<file path="config.mk">
export PLATFORM = sky130hd
export DESIGN_NAME = axi4lite_lbus_master
export DESIGN_NICKNAME = d
export VERILOG_FILES = /design/src/rtl/axi4lite_lbus_master.sv
export SDC_FILE = /design/constraint.sdc
export NUM_CORES = 1
export LEC_CHECK = 0
export ABC_AREA = 1
export ABC_CLOCK_PERIOD_IN_PS = 4900
export BUFFER_PORTS_ARGS = -buffer_cell sky130_fd_sc_hd__buf_2
export CAP_MARGIN = 20
export CORE_MARGIN = 8
export CORE_UTILIZATION = 45
export DETAILED_ROUTE_END_ITERATION = 10
export GPL_TIMING_DRIVEN = 0
export PLACE_DENSITY = 0.75
export SLEW_MARGIN = 20
export SYNTH_ARGS = -nofsm -noshare
export SYNTH_HDL_FRONTEND = slang
export SYNTH_SLANG_ARGS = --single-unit
</file>
<file path="constraint.sdc">
create_clock -name clk -period 4.9 [get_ports clk]
set_input_delay 1.47 -clock clk [delete_from_list [all_inputs] [get_ports clk]]
set_output_delay 1.47 -clock clk [all_outputs]
set_load 0.01 [all_outputs]
</file>
<file path="src/rtl/axi4lite_lbus_master.sv">
// AXI4-Lite slave port to lbus master slot bridge: one transaction in flight,
// read-modify-write for partial strobes, local request watchdog.
module axi4lite_lbus_master #(
    parameter int TIMEOUT_CYC = 64
) (
    input  logic        clk,
    input  logic        rst,
    input  logic [31:0] s_axi_awaddr,
    input  logic        s_axi_awvalid,
    output logic        s_axi_awready,
    input  logic [31:0] s_axi_wdata,
    input  logic [3:0]  s_axi_wstrb,
    input  logic        s_axi_wvalid,
    output logic        s_axi_wready,
    output logic [1:0]  s_axi_bresp,
    output logic        s_axi_bvalid,
    input  logic        s_axi_bready,
    input  logic [31:0] s_axi_araddr,
    input  logic        s_axi_arvalid,
    output logic        s_axi_arready,
    output logic [31:0] s_axi_rdata,
    output logic [1:0]  s_axi_rresp,
    output logic        s_axi_rvalid,
    input  logic        s_axi_rready,
    output logic        lbus_m_req,
    output logic [29:0] lbus_m_addr,
    output logic        lbus_m_rw,
    output logic [31:0] lbus_m_wdata,
    input  logic [31:0] lbus_m_rdata,
    input  logic        lbus_m_ack,
    input  logic        lbus_m_err,
    output logic        to_evt
);

    localparam int CW = $clog2(TIMEOUT_CYC);
    localparam logic [1:0] RESP_OKAY   = 2'b00;
    localparam logic [1:0] RESP_SLVERR = 2'b10;
    localparam logic [1:0] RESP_DECERR = 2'b11;

    typedef enum logic [2:0] {
        IDLE   = 3'd0,
        RMW_RD = 3'd1,
        WR_REQ = 3'd2,
        RD_REQ = 3'd3,
        B_RSP  = 3'd4,
        R_RSP  = 3'd5
    } state_t;

    state_t        state_r;
    logic          wr_prio_r;
    logic          req_r;
    logic          rw_r;
    logic [29:0]   addr_r;
    logic [31:0]   wdata_r;
    logic [3:0]    strb_r;
    logic [CW-1:0] wd_cnt_r;
    logic [1:0]    bresp_r;
    logic          bvalid_r;
    logic [31:0]   rdata_r;
    logic [1:0]    rresp_r;
    logic          rvalid_r;
    logic          to_evt_r;
    logic          grant_wr_s;
    logic          grant_rd_s;
    logic          timeout_s;
    logic          unused_addr_s;

    // Byte-wise merge of new write data over the word read back from lbus
    function automatic logic [31:0] merge_bytes(input logic [31:0] old_word,
                                                input logic [31:0] new_word,
                                                input logic [3:0]  strb);
        logic [31:0] res;
        for (int i = 0; i < 4; i++) begin
            res[i*8 +: 8] = strb[i] ? new_word[i*8 +: 8] : old_word[i*8 +: 8];
        end
        return res;
    endfunction

    // Grant selection in IDLE; on a tie, wr_prio_r alternates read and write
    always_comb begin
        grant_wr_s = 1'b0;
        grant_rd_s = 1'b0;
        if (state_r == IDLE) begin
            if (s_axi_awvalid && s_axi_wvalid && s_axi_arvalid) begin
                grant_wr_s = wr_prio_r;
                grant_rd_s = ~wr_prio_r;
            end else begin
                grant_wr_s = s_axi_awvalid & s_axi_wvalid;
                grant_rd_s = s_axi_arvalid;
            end
        end else begin
            grant_wr_s = 1'b0;
            grant_rd_s = 1'b0;
        end
    end

    assign timeout_s     = (wd_cnt_r == CW'(TIMEOUT_CYC - 1));
    assign unused_addr_s = ^{s_axi_awaddr[1:0], s_axi_araddr[1:0]};

    // Transaction sequencer, lbus request registers, watchdog and AXI responses
    always_ff @(posedge clk or posedge rst) begin
        if (rst) begin
            state_r   <= IDLE;
            wr_prio_r <= 1'b0;
            req_r     <= 1'b0;
            rw_r      <= 1'b0;
            addr_r    <= 30'd0;
            wdata_r   <= 32'd0;
            strb_r    <= 4'd0;
            wd_cnt_r  <= '0;
            bresp_r   <= 2'b00;
            bvalid_r  <= 1'b0;
            rdata_r   <= 32'd0;
            rresp_r   <= 2'b00;
            rvalid_r  <= 1'b0;
            to_evt_r  <= 1'b0;
        end else begin
            to_evt_r <= 1'b0;
            case (state_r)
                IDLE: begin
                    if (grant_wr_s) begin
                        wr_prio_r <= 1'b0;
                        addr_r    <= s_axi_awaddr[31:2];
                        wdata_r   <= s_axi_wdata;
                        strb_r    <= s_axi_wstrb;
                        if (s_axi_wstrb == 4'hF) begin
                            req_r    <= 1'b1;
                            rw_r     <= 1'b1;
                            wd_cnt_r <= '0;
                            state_r  <= WR_REQ;
                        end else if (s_axi_wstrb == 4'h0) begin
                            bresp_r  <= RESP_OKAY;
                            bvalid_r <= 1'b1;
                            state_r  <= B_RSP;
                        end else begin
                            req_r    <= 1'b1;
                            rw_r     <= 1'b0;
                            wd_cnt_r <= '0;
                            state_r  <= RMW_RD;
                        end
                    end else if (grant_rd_s) begin
                        wr_prio_r <= 1'b1;
                        addr_r    <= s_axi_araddr[31:2];
                        req_r     <= 1'b1;
                        rw_r      <= 1'b0;
                        wd_cnt_r  <= '0;
                        state_r   <= RD_REQ;
                    end else begin
                        state_r <= IDLE;
                    end
                end
                RMW_RD: begin
                    if (req_r && lbus_m_ack) begin
                        req_r <= 1'b0;
                        if (lbus_m_err) begin
                            bresp_r  <= RESP_SLVERR;
                            bvalid_r <= 1'b1;
                            state_r  <= B_RSP;
                        end else begin
                            // req stays low for one cycle before the write is raised
                            wdata_r <= merge_bytes(lbus_m_rdata, wdata_r, strb_r);
                            rw_r    <= 1'b1;
                            state_r <= WR_REQ;
                        end
                    end else if (req_r && timeout_s) begin
                        req_r    <= 1'b0;
                        to_evt_r <= 1'b1;
                        bresp_r  <= RESP_DECERR;
                        bvalid_r <= 1'b1;
                        state_r  <= B_RSP;
                    end else begin
                        wd_cnt_r <= wd_cnt_r + CW'(1);
                    end
                end
                WR_REQ: begin
                    if (!req_r) begin
                        req_r    <= 1'b1;
                        wd_cnt_r <= '0;
                    end else if (lbus_m_ack) begin
                        req_r    <= 1'b0;
                        bresp_r  <= lbus_m_err ? RESP_SLVERR : RESP_OKAY;
                        bvalid_r <= 1'b1;
                        state_r  <= B_RSP;
                    end else if (timeout_s) begin
                        req_r    <= 1'b0;
                        to_evt_r <= 1'b1;
                        bresp_r  <= RESP_DECERR;
                        bvalid_r <= 1'b1;
                        state_r  <= B_RSP;
                    end else begin
                        wd_cnt_r <= wd_cnt_r + CW'(1);
                    end
                end
                RD_REQ: begin
                    if (req_r && lbus_m_ack) begin
                        req_r    <= 1'b0;
                        rdata_r  <= lbus_m_rdata;
                        rresp_r  <= lbus_m_err ? RESP_SLVERR : RESP_OKAY;
                        rvalid_r <= 1'b1;
                        state_r  <= R_RSP;
                    end else if (req_r && timeout_s) begin
                        req_r    <= 1'b0;
                        to_evt_r <= 1'b1;
                        rdata_r  <= 32'd0;
                        rresp_r  <= RESP_DECERR;
                        rvalid_r <= 1'b1;
                        state_r  <= R_RSP;
                    end else begin
                        wd_cnt_r <= wd_cnt_r + CW'(1);
                    end
                end
                B_RSP: begin
                    if (s_axi_bready) begin
                        bvalid_r <= 1'b0;
                        state_r  <= IDLE;
                    end else begin
                        bvalid_r <= 1'b1;
                    end
                end
                R_RSP: begin
                    if (s_axi_rready) begin
                        rvalid_r <= 1'b0;
                        state_r  <= IDLE;
                    end else begin
                        rvalid_r <= 1'b1;
                    end
                end
                default: begin
                    req_r   <= 1'b0;
                    state_r <= IDLE;
                end
            endcase
        end
    end

    assign s_axi_awready = grant_wr_s;
    assign s_axi_wready  = grant_wr_s;
    assign s_axi_arready = grant_rd_s;
    assign s_axi_bresp   = bresp_r;
    assign s_axi_bvalid  = bvalid_r;
    assign s_axi_rdata   = rdata_r;
    assign s_axi_rresp   = rresp_r;
    assign s_axi_rvalid  = rvalid_r;
    assign lbus_m_req    = req_r;
    assign lbus_m_addr   = addr_r;
    assign lbus_m_rw     = rw_r;
    assign lbus_m_wdata  = wdata_r;
    assign to_evt        = to_evt_r;

endmodule

</file>
# ---- Word level (Yosys, flattened, before mapping)
# Cells that the tools add are included.
dict set report op_classes {
  n_eq_ne 30
  add_sub_neg 1
  bitwise 3
  n_reduce_logical 29
  muxes 91
}
# op count
set op_table {}
lappend op_table {{two-way mux 32 bit} 5}
lappend op_table {{case mux 32 bit (2 select lines)} 1}
lappend op_table {{two-way mux 30 bit} 2}
lappend op_table {{two-way mux 6 bit} 9}
lappend op_table {{two-way mux 3 bit} 13}
lappend op_table {{two-way mux 1 bit} 37}
lappend op_table {{two-way mux 8 bit} 4}
lappend op_table {{inequality test 2 bit, second input constant} 13}
lappend op_table {{AND reduction 5 bit} 5}
lappend op_table {{two-way mux 2 bit} 12}
lappend op_table {{inequality test 3 bit, second input constant} 7}
lappend op_table {{case mux 3 bit (6 select lines)} 1}
lappend op_table {{case mux 6 bit (3 select lines)} 1}
lappend op_table {{AND reduction 8 bit} 2}
lappend op_table {{case mux 1 bit (4 select lines)} 2}
lappend op_table {{AND reduction 2 bit} 4}
lappend op_table {{nonzero test 2 bit} 4}
lappend op_table {{AND reduction 7 bit} 1}
lappend op_table {{adder 6 x 1 -> 6 bit, second input constant} 1}
lappend op_table {{equality test 3 x 2 -> 1 bit, second input constant} 2}
lappend op_table {{equality test 3 bit, second input constant} 2}
lappend op_table {{equality test 6 bit, second input constant} 1}
lappend op_table {{case mux 1 bit (2 select lines)} 3}
lappend op_table {{case mux 2 bit (3 select lines)} 1}
lappend op_table {{other kinds (15)} 21}
dict set report word_totals {
  output_inout_bits 106
  word_cells 171
  reg_bits 117
  in_bits 141
}

# ---- Depth between registers and ports, before layout
# Gate-level depths: netlist of run 1.
dict set report depth {
  ltp_word 7
  mapped_depth 11
  mapped_depth_nobuf 10
}

# ---- Worst setup path after synthesis of run 1
# No wires, ideal clock.
dict set report synth_timing {
  path_type {in2out}
  from {in s_axi_awvalid}
  to {out s_axi_wready}
  path_stages 7
  arrival_ps 2262
  required_time_ps 3430
  path_buffers 3
  path_slack_ps 1168
  cell_sequence {nand2_1 -> inv_1 -> nand2_1 -> nor2_1 -> buf_4 -> buf_2 -> buf_4}
}
dict set report synth_via {
  elab_chain_cells 4
  elab_cells_between_ends 5
  classes_between {mux: 2; bitwise: 1; reduce/logical: 2}
}
# element line_no
set synth_lines {}
lappend synth_lines {{from (decl)} 9} ;# input logic s_axi_awvalid,
lappend synth_lines {{logical AND 1 bit (2 in series)} 84} ;# if (s_axi_awvalid && s_axi_wvalid && s_axi_arvalid) begin
lappend synth_lines {{two-way mux 1 bit (*)} 84}
lappend synth_lines {{two-way mux 1 bit (*)} 83} ;# if (state_r == IDLE) begin
lappend synth_lines {{to (decl)} 14} ;# output logic s_axi_wready,
# Mark *: on every way between the ends. The rest lies on a longest branch, timed or not.

# ---- Final worst setup path of run 1
# Same ends and word-level chain as after synthesis.

==> results.cfg, run 1 <==
[cells_and_area]
area_delta_synth_final_pct = 36.0
layout_common_cells = nand2_1 (288), buf_2 (256), dfrtp_1 (117)
final_common_cell = nand2_1
fin_area_mm2 = 0.00754
drive_gt1_frac = 0.300
num-fill-cells = 1097
nNetsFinal = 1119

[global_routing]
grt.total_usage = 0.231
grt_antenna_before_repair = 3
overflow = 0
grt_pass1_wl_um = 29100
grt_max_degree = 71
grt_util_met3 = 0.0969
gr-usage-met2 = 0.379
met1_usage = 0.269
grt_pass1_vias = 5704
grt.busiest_layer = met2

[die]
die_x_um = 127
rows = 40
initial_core_util = 0.462
fp.dieArea_mm2 = 0.0161
pin_count = 247
core_area_mm2 = 0.0120
die_h_um = 127

[routing]
first_pass_iters = 5
routed_wl_um = 18700
vias_per_cell = 5.08
drc = 0
drtIter0Drc = 356
vias = 5778
antenna_left = 0
avgRoutedWirePerCell_um = 16.4

[setup_path]
path_buf_inv = 6
reg2reg_to = s_axi_rdata[13]
crit_path_cell_trace = buf_2, nand2_1, inv_1, nand2_1, nor2_1, buf_4, buf_2, buf_4, buf_2
arrival_ps = 2650
crit_type = in -> out
cpMostUsedCell = buf_2
max_stage_delay_ps = 270
required_ps = 3430
r2r_slack_ps = 2750
cp-end-kind = output port
cpMaxStageDelayCell = buf_2
rr_worst_depth = 9
critPathLaunchType = input pin
rr_startpoint = wd_cnt_r[0]
critPathMaxFanout = 11
critPathTopFamily = buffers and inverters

[timing]
min_period_ps = 4120
drv_slew = 0
finalSetupViolCount = 0
maxSlewHeadroom = 0.527
hold_viol_final = 0
tns_ps = 0
fin_crit_sh = 0.841
rsz0062_at_grt = false
fin_worst_skew_ps = 9.38
fmax_mhz = 243
tightest_slew_ps = 704

[clocking]
cts.sinks = 117
htree_levels = 4
ctsResizeCount = 0
cts_setup_buffers = 0
cts_buffer_depth = 2
cts_hold_buffers = 0
numCtsBuffers = 17
worstSkewPairLatency_ps = 430
cts_tree = yes
clk_pin_slew_ps = 60
cts_root_buf = clkbuf_16

[yosys]
seq_area_frac_synth = 0.528
synth_edf_count = 0
synthDistinctLibCells = 29
syn_avg_cell_area_um2 = 7.75
yosys.area.top_type = dfrtp_1
synth.cell_area_mm2 = 0.00555
synth_top_area_share = 0.528
synth_ff_type = dfrtp_1
synth-async-reset-ratio = 1.00
netlist_instances = 716
yosysWarnings = 0
netlist_top_cells_area = dfrtp_1 (53%), nand2_1 (19%), o21ai_0 (5.4%)
syn-num-nets = 858
ys_seq_elements = 117

[power_and_ir_drop]
total_power_uw = 4850
irDropWorstVdd_uv = 328
p_leak_uw = 0.00429
cellPowerDensity_mw_per_mm2 = 643

[place]
dpl.hpwl_um = 14100
port_buffers = 241
place_area_mm2 = 0.00697
gp_congestion = 0.840

[hold_path]
holdPathStages = 2
hold_start = lbus_m_wdata[0]
hold_path_class = reg -> reg
min_delay_worst_endpoint = lbus_m_wdata[0]

[job]
drv_cap = 0

[outcome]
run_status = finished, final reports clean
state kept, by name, indices dropped and copies added, names as in the netlist:
| name | flops |
|---|---|
| s_axi_rvalid | 1 |
| s_axi_bvalid | 1 |
| lbus_m_wdata | 32 |
| lbus_m_req | 1 |
| state_r | 3 |
| strb_r | 4 |
| wd_cnt_r | 6 |
| s_axi_rresp | 2 |
| s_axi_rdata | 32 |
| lbus_m_rw | 1 |
| to_evt | 1 |
| lbus_m_addr | 30 |
| wr_prio_r | 1 |
| s_axi_bresp | 2 |
stage by stage:
stage / hold slack (ps) / setup slack (ps) / util / std cells
4_1_cts: 466 / 777 / 0.628 / 1137
2_1_floorplan: 444 / 329 / - / 716
5_1_grt: 479 / 681 / 0.628 / 1137
3_5_place_dp: 453 / 781 / 0.580 / 1105
6_report: 464 / 777 / 0.628 / 1138
3_3_place_gp: 449 / -1080 / 0.578 / 1104
cell usage after synthesis (2+ instances only):
| cell type | n |
|---|---|
| buf_2 | 15 |
| a21oi_1 | 2 |
| o21ai_2 | 3 |
| o21ai_0 | 60 |
| dfrtp_1 | 117 |
| inv_1 | 47 |
| nand4_1 | 5 |
| nor3_1 | 2 |
| nor2_1 | 60 |
| o22ai_1 | 2 |
| a31oi_1 | 30 |
| xnor2_1 | 2 |
| nand2_1 | 288 |
| buf_4 | 2 |
| a22o_1 | 6 |
| nand3_1 | 48 |
| clkbuf_1 | 15 |
worst min-delay path: stages (launching register included):
cell	delay, ps
dfrtp_1	340
nand2_1	50
nand2_1	40
power breakdown:
part           total, uW  switching [uW]  leakage [uW]  internal, uW
Clock               1210             440      0.000279           768
Combinational       2050            1320       0.00256           727
Sequential          1590             214       0.00145          1380
final cells by class:
class                      count  area [um^2]  area share
clock buffer                  22          464      0.0616
inverter                      48          185      0.0246
sequential                   117         2930       0.388
multi-input combinational    519         2290       0.304
buffer                        32          146      0.0194
antenna                        1         2.50    0.000332
timing repair buffer         242         1230       0.164
clock inverter                10          105      0.0139
tap                          147          184      0.0244
logic make-up after synthesis:
group | after synthesis | synth area share
XOR/XNOR | 3 | 0.00474
AND/OR/NAND/NOR | 410 | 0.298
AO/OA/AOI/OAI | 105 | 0.109
buffers and inverters | 80 | 0.0589
flip-flops | 117 | 0.528
adder cells (fa/ha/maj) | 1 | 0.00226
per-layer routing:
layer / share of wire / vias to the layer above
li1: - / 2838
met1: 0.40 / 2644
met2: 0.48 / 255
met3: 0.091 / 35
met4: 0.023 / 6
met5: 0.0014 / -
how the worst max path moves through the flow:
stage,startpoint,end,slack (ps),cells past startpoint
final,s_axi_awvalid,s_axi_wready,780,9
after global routing,s_axi_awvalid,s_axi_wready,680,9
after CTS,s_axi_awvalid,s_axi_wready,780,9
after detailed placement,s_axi_awvalid,s_axi_wready,780,9
after global placement,rst,wd_cnt_r[3],-1080,2
after floorplan,rst,lbus_m_addr[0],330,1
(Power assumes the default switching activity.)
==> run 2: changes to the inputs <==
--- a/config.mk
+++ b/config.mk
@@ -5,8 +5,8 @@
 export SDC_FILE = /design/constraint.sdc
 export NUM_CORES = 1
 export LEC_CHECK = 0
-export ABC_AREA = 1
-export ABC_CLOCK_PERIOD_IN_PS = 4900
+export ABC_AREA = 0
+export ABC_CLOCK_PERIOD_IN_PS = 3800
 export BUFFER_PORTS_ARGS = -buffer_cell sky130_fd_sc_hd__buf_2
 export CAP_MARGIN = 20
 export CORE_MARGIN = 8
==> constraint.sdc (replaced) <==
create_clock -name clk -period 3.8 [get_ports clk]
set_input_delay 1.14 -clock clk [delete_from_list [all_inputs] [get_ports clk]]
set_output_delay 1.14 -clock clk [all_outputs]
set_load 0.01 [all_outputs]
==> run 2 against run 1 <==
Net effect: register-to-register slack lost 1100 ps; critical endpoint unchanged; sequential share of layout area grew 0.44 points; highest routed layer unchanged; final area fell by 1.1%; via count shrank 16%.
==> results.cfg, run 2 <==
[die]
initial_core_util = 0.457
die_x_um = 126
pin_count = 247
die_h_um = 126
fp.dieArea_mm2 = 0.0159
rows = 40
core_area_mm2 = 0.0119

[power_and_ir_drop]
cellPowerDensity_mw_per_mm2 = 853
irDropWorstVdd_uv = 448
p_leak_uw = 0.00365

[clocking]
cts_setup_buffers = 0
worstSkewPairLatency_ps = 410
numCtsBuffers = 17
htree_levels = 4
cts.sinks = 117
cts_hold_buffers = 0
clk_pin_slew_ps = 50
cts_tree = yes
cts_root_buf = clkbuf_16
ctsResizeCount = 0
cts_buffer_depth = 2

[timing]
hold_viol_final = 0
tightest_slew_ps = 685
drv_slew = 0
tns_ps = 0
maxSlewHeadroom = 0.540
fin_worst_skew_ps = 6.07
fin_crit_sh = 0.930
min_period_ps = 3530
finalSetupViolCount = 0
rsz0062_at_grt = false
fmax_mhz = 283

[routing]
vias = 4835
drc = 0
drtIter0Drc = 296
avgRoutedWirePerCell_um = 19.2
first_pass_iters = 5
vias_per_cell = 5.50
antenna_left = 0
routed_wl_um = 16900

[global_routing]
grt_util_met3 = 0.0806
grt.busiest_layer = met2
grt_pass1_wl_um = 26600
grt_antenna_before_repair = 3
grt_pass1_vias = 5238
met1_usage = 0.225
grt.total_usage = 0.210
grt_max_degree = 33
gr-usage-met2 = 0.362
overflow = 0

[yosys]
synthDistinctLibCells = 52
yosysMostFrequentCell = dfrtp_1
netlist_instances = 457
synth_edf_count = 0
netlist_top_cells_area = dfrtp_1 (54%), mux2_2 (14%), mux2i_1 (5.9%)
yosys.area.top_type = dfrtp_1
synth_ff_type = dfrtp_1
ys_seq_elements = 117
yosysWarnings = 0
synth-async-reset-ratio = 1.00
syn-num-nets = 599
synth.cell_area_mm2 = 0.00544
yosys-top-cells-count = dfrtp_1 (117), mux2_2 (69), nor2_1 (43), a21oi_1 (38)
synth_top_area_share = 0.538
seq_area_frac_synth = 0.538
syn_avg_cell_area_um2 = 11.9

[cells_and_area]
layout_common_cells = buf_2 (253), dfrtp_1 (117), mux2_2 (69)
multi_input_area_mm2 = 0.00234
drive_gt1_frac = 0.505
seq_area_mm2 = 0.00293
final_common_cell = buf_2
fin_area_mm2 = 0.00746
num-fill-cells = 997
area_delta_synth_final_pct = 37.0
nNetsFinal = 864

[setup_path]
crit_type = in -> out
arrival_ps = 2390
reg2reg_to = s_axi_rdata[21]
cpMostUsedCell = buf_4
rr_startpoint = wd_cnt_r[0]
crit_path_cell_trace = buf_2, nor2b_1, nor3_1, buf_4, buf_4, buf_4, buf_2
cp-end-kind = output port
max_stage_delay_ps = 360
critPathTopFamily = buffers and inverters
rr_worst_depth = 7
path_buf_inv = 5
critPathMaxFanout = 11
required_ps = 2660
cpMaxStageDelayCell = nor2b_1
critPathLaunchType = input pin
r2r_slack_ps = 1630

[hold_path]
min_delay_worst_endpoint = s_axi_bresp[0]
hold_start = s_axi_bresp[0]
hold_path_class = reg -> reg
holdPathStages = 1

[place]
place_area_mm2 = 0.00694
gp_congestion = 0.831
dpl.hpwl_um = 13000
port_buffers = 242

[outcome]
run_status = finished, final reports clean

[job]
drv_cap = 0
run 2: changes by cell type in the layout (fill, tap and decap cells not counted), moves of 23 or more:
cell     previous run  this run
nand2_1           288        12
mux2_2              0        69
o21ai_0            60         4
nand3_1            48         4
inv_1              46         7
a21oi_1             2        38
mux2i_1             0        32
a22o_1              6        32
a31oi_1            30         7
run 2: how the worst max path moves through the flow:
stage / start / to / slack, ps / cells past startpoint
after global placement: s_axi_arvalid / s_axi_wready / 280 / 7
final: s_axi_arvalid / s_axi_wready / 270 / 7
after global routing: s_axi_arvalid / s_axi_wready / 200 / 7
after floorplan: s_axi_arvalid / s_axi_wready / 640 / 5
after detailed placement: s_axi_arvalid / s_axi_wready / 260 / 7
after CTS: s_axi_arvalid / s_axi_wready / 260 / 7
run 2: cell type report:
class / count / area share
Clock inverter: 7 / 0.00805
Inverter: 8 / 0.00453
Multi-Input combinational cell: 302 / 0.314
Sequential cell: 117 / 0.393
Antenna cell: 2 / 0.000671
Buffer: 30 / 0.0195
Clock buffer: 20 / 0.0612
Timing Repair Buffer: 246 / 0.175
Tap cell: 147 / 0.0247
run 2: power breakdown:
part           switching (uW)  total (uW)  leakage (uW)  internal [uW]
combinational            1490        2770       0.00199           1270
clock                     530        1430      0.000263            904
sequential                317        2160       0.00140           1840
run 2: worst reg2reg max path: cells and delay by family, from the launching register on:
family | cells | cell delay (ps)
compound gates | 2 | 620
fa+ha+maj | 1 | 230
buf+inv | 2 | 450
flops | 1 | 390
simple gates | 2 | 410
run 2: per-layer routing:
metal,part of all wire,vias to the layer above
met4,0.028,2
met3,0.082,39
met2,0.51,210
met1,0.38,2384
li1,-,2200
met5,0.00059,-
run 2: kinds of logic (layout without fill, tap and decap cells):
group	after synthesis	after routing	share of synthesized area
AO/OA/AOI/OAI	112	112	0.148
XOR/XNOR	1	1	0.00161
adder cells (fa/ha/maj)	1	1	0.00230
buffers and inverters	38	311	0.0322
flip-flops	117	117	0.538
multiplexers	102	102	0.204
other	0	2	0
AND/OR/NAND/NOR	86	86	0.0738
run 2: through the flow:
| stage | setup WS [ps] | hold WS [ps] | util | std cells | power [uW] |
|---|---|---|---|---|---|
| 6_report | 266 | 482 | 0.626 | 879 | 6360 |
| 5_1_grt | 202 | 508 | 0.626 | 879 | 6760 |
| 4_1_cts | 262 | 488 | 0.626 | 877 | 6400 |
| 3_5_place_dp | 265 | 477 | 0.582 | 850 | 4940 |
| 3_3_place_gp | 276 | 472 | 0.574 | 846 | 4820 |
| 2_1_floorplan | 644 | 445 | - | 457 | 3860 |
==> run 3: changes to the inputs <==
--- a/config.mk
+++ b/config.mk
@@ -13,7 +13,7 @@
 export CORE_UTILIZATION = 45
 export DETAILED_ROUTE_END_ITERATION = 10
 export GPL_TIMING_DRIVEN = 0
-export PLACE_DENSITY = 0.75
+export PLACE_DENSITY = 0.74
 export SLEW_MARGIN = 20
 export SYNTH_ARGS = -nofsm -noshare
 export SYNTH_HDL_FRONTEND = slang
==> run 3 against run 2 <==
Net effect: fmax fell by 0.42%; combinational power barely moved; wire length rose by 0.98%; critical path depth did not move; die area did not move; via count fell by 1.1%; clock-buffer cell count did not move; final area rose by 1.3%; critical path type unchanged.
==> results.cfg, run 3 (synthesis gave the netlist of run 2 again) <==
[outcome]
run_status = finished, final reports clean

[routing]
first_pass_iters = 4
vias_per_cell = 5.42
wl_met1_um = 6700
vias = 4783
dr.max_layer_used = met5
routed_wl_um = 17000
drc = 0
antenna_left = 0
drtIter0Drc = 247
avgRoutedWirePerCell_um = 19.3
dr_wl_met3_um = 1310
dr_wl_met2_um = 8590

[setup_path]
crit_type = in -> out
max_stage_delay_ps = 360
required_ps = 2660
r2r_slack_ps = 1560
cp-end-kind = output port
crit_path_cell_trace = buf_2, nor2b_1, nor3_1, buf_4, buf_4, buf_4, buf_2
cpMostUsedCell = buf_4
critPathLaunchType = input pin
critPathMaxFanout = 11
arrival_ps = 2410
path_buf_inv = 5
cpMaxStageDelayCell = nor2b_1
critPathTopFamily = buffers and inverters

[timing]
fin_worst_skew_ps = 8.22
min_period_ps = 3550
whs_ps = 493
finalSetupViolCount = 0
drv_slew = 0
fmax_mhz = 282
tightest_slew_ps = 718
maxSlewHeadroom = 0.518
tns_ps = 0
hold_viol_final = 0
fin_crit_sh = 0.934
rsz0062_at_grt = false

[die]
fp.dieArea_mm2 = 0.0159
core_area_mm2 = 0.0119
die_h_um = 126
pin_count = 247
initial_core_util = 0.457
die_x_um = 126
rows = 40

[cells_and_area]
num-fill-cells = 1004
layout_common_cells = buf_2 (253), dfrtp_1 (117), mux2_2 (69)
drive_gt1_frac = 0.507
diodes = 0
nNetsFinal = 864
area_delta_synth_final_pct = 38.8
final_common_cell = buf_2
fin_util = 0.634
fin_cells = 882

[power_and_ir_drop]
p_leak_uw = 0.00368
cellPowerDensity_mw_per_mm2 = 876
irDropWorstVdd_uv = 394
total_power_uw = 6620

[global_routing]
grt_antenna_before_repair = 1
overflow = 0
grt.total_usage = 0.213
grt_pass1_vias = 5307
grt_max_degree = 28
grt_pass1_wl_um = 26900

[place]
dpl.hpwl_um = 13300
dp.cells = 850
gp_congestion = 0.844
port_buffers = 242

[clocking]
ctsResizeCount = 0
worstSkewPairLatency_ps = 410
cts_setup_buffers = 0
cts_root_buf = clkbuf_16
numCtsBuffers = 17
clk_pin_slew_ps = 50
cts.sinks = 117
cts_hold_buffers = 0
cts_buffer_depth = 2
cts_tree = yes
htree_levels = 4

[hold_path]
hold_path_class = reg -> reg

[job]
drv_cap = 0
## run 3: cell types whose count changed in the layout (fill, tap and decap cells not counted), moves of 2 or more
cell and delta:
bufinv_16 +3, clkinv_2 -3, clkinvlp_4 +2, diode_2 -2, inv_6 +2
## run 3: per-layer routing
metal  track usage  vias to the layer above
li1              -                     2211
met1         0.232                     2344
met2         0.365                      192
met3        0.0819                       34
met4        0.0927                        2
met5             0                        -
## run 3: path summary, 6_finish.rpt
| check | startpoint | to | depth (start not counted) |
|---|---|---|---|
| worst max-delay path | s_axi_arvalid | s_axi_wready | 7 |
| worst min-delay path | s_axi_rdata[22] | s_axi_rdata[22] | 1 |
| worst max register to register | wd_cnt_r[0] | s_axi_rdata[18] | 7 |
| worst min register to register | s_axi_rdata[22] | s_axi_rdata[22] | 1 |
| max in group asynchronous | rst | lbus_m_wdata[3] | 4 |
| min in group asynchronous | rst | lbus_m_addr[1] | 2 |
## run 3: final cells by class
type | instances | area, um^2 | area share
plain buffers | 30 | 145 | 0.0192
repair buffers | 246 | 1300 | 0.172
multi-input cells | 302 | 2340 | 0.310
well taps | 147 | 184 | 0.0244
inverters | 8 | 33.8 | 0.00447
clock buffers | 20 | 447 | 0.0592
clock inverters | 12 | 176 | 0.0234
flip-flops and latches | 117 | 2930 | 0.388
## run 3: worst register-to-register path, stage by stage (launching register included)
cell and delay [ps]:
dfrtp_1 390, ha_1 250, and4_1 250, a21oi_2 450, or2_1 170, buf_2 200
buf_2 280, a22o_1 180
## run 3: through the flow
| stage | setup slack [ps] | instance area, um^2 |
|---|---|---|
| finish | 251 | 7550 |
| global placement | 280 | 6840 |
| floorplan | 644 | 5450 |
| global route | 149 | 7550 |
| detailed placement | 255 | 6930 |
| CTS | 252 | 7550 |
## run 3: power by group
group	internal (uW)	switching, uW
clock	1110	569
sequential	1840	324
combinational	1270	1500
total	4230	2390
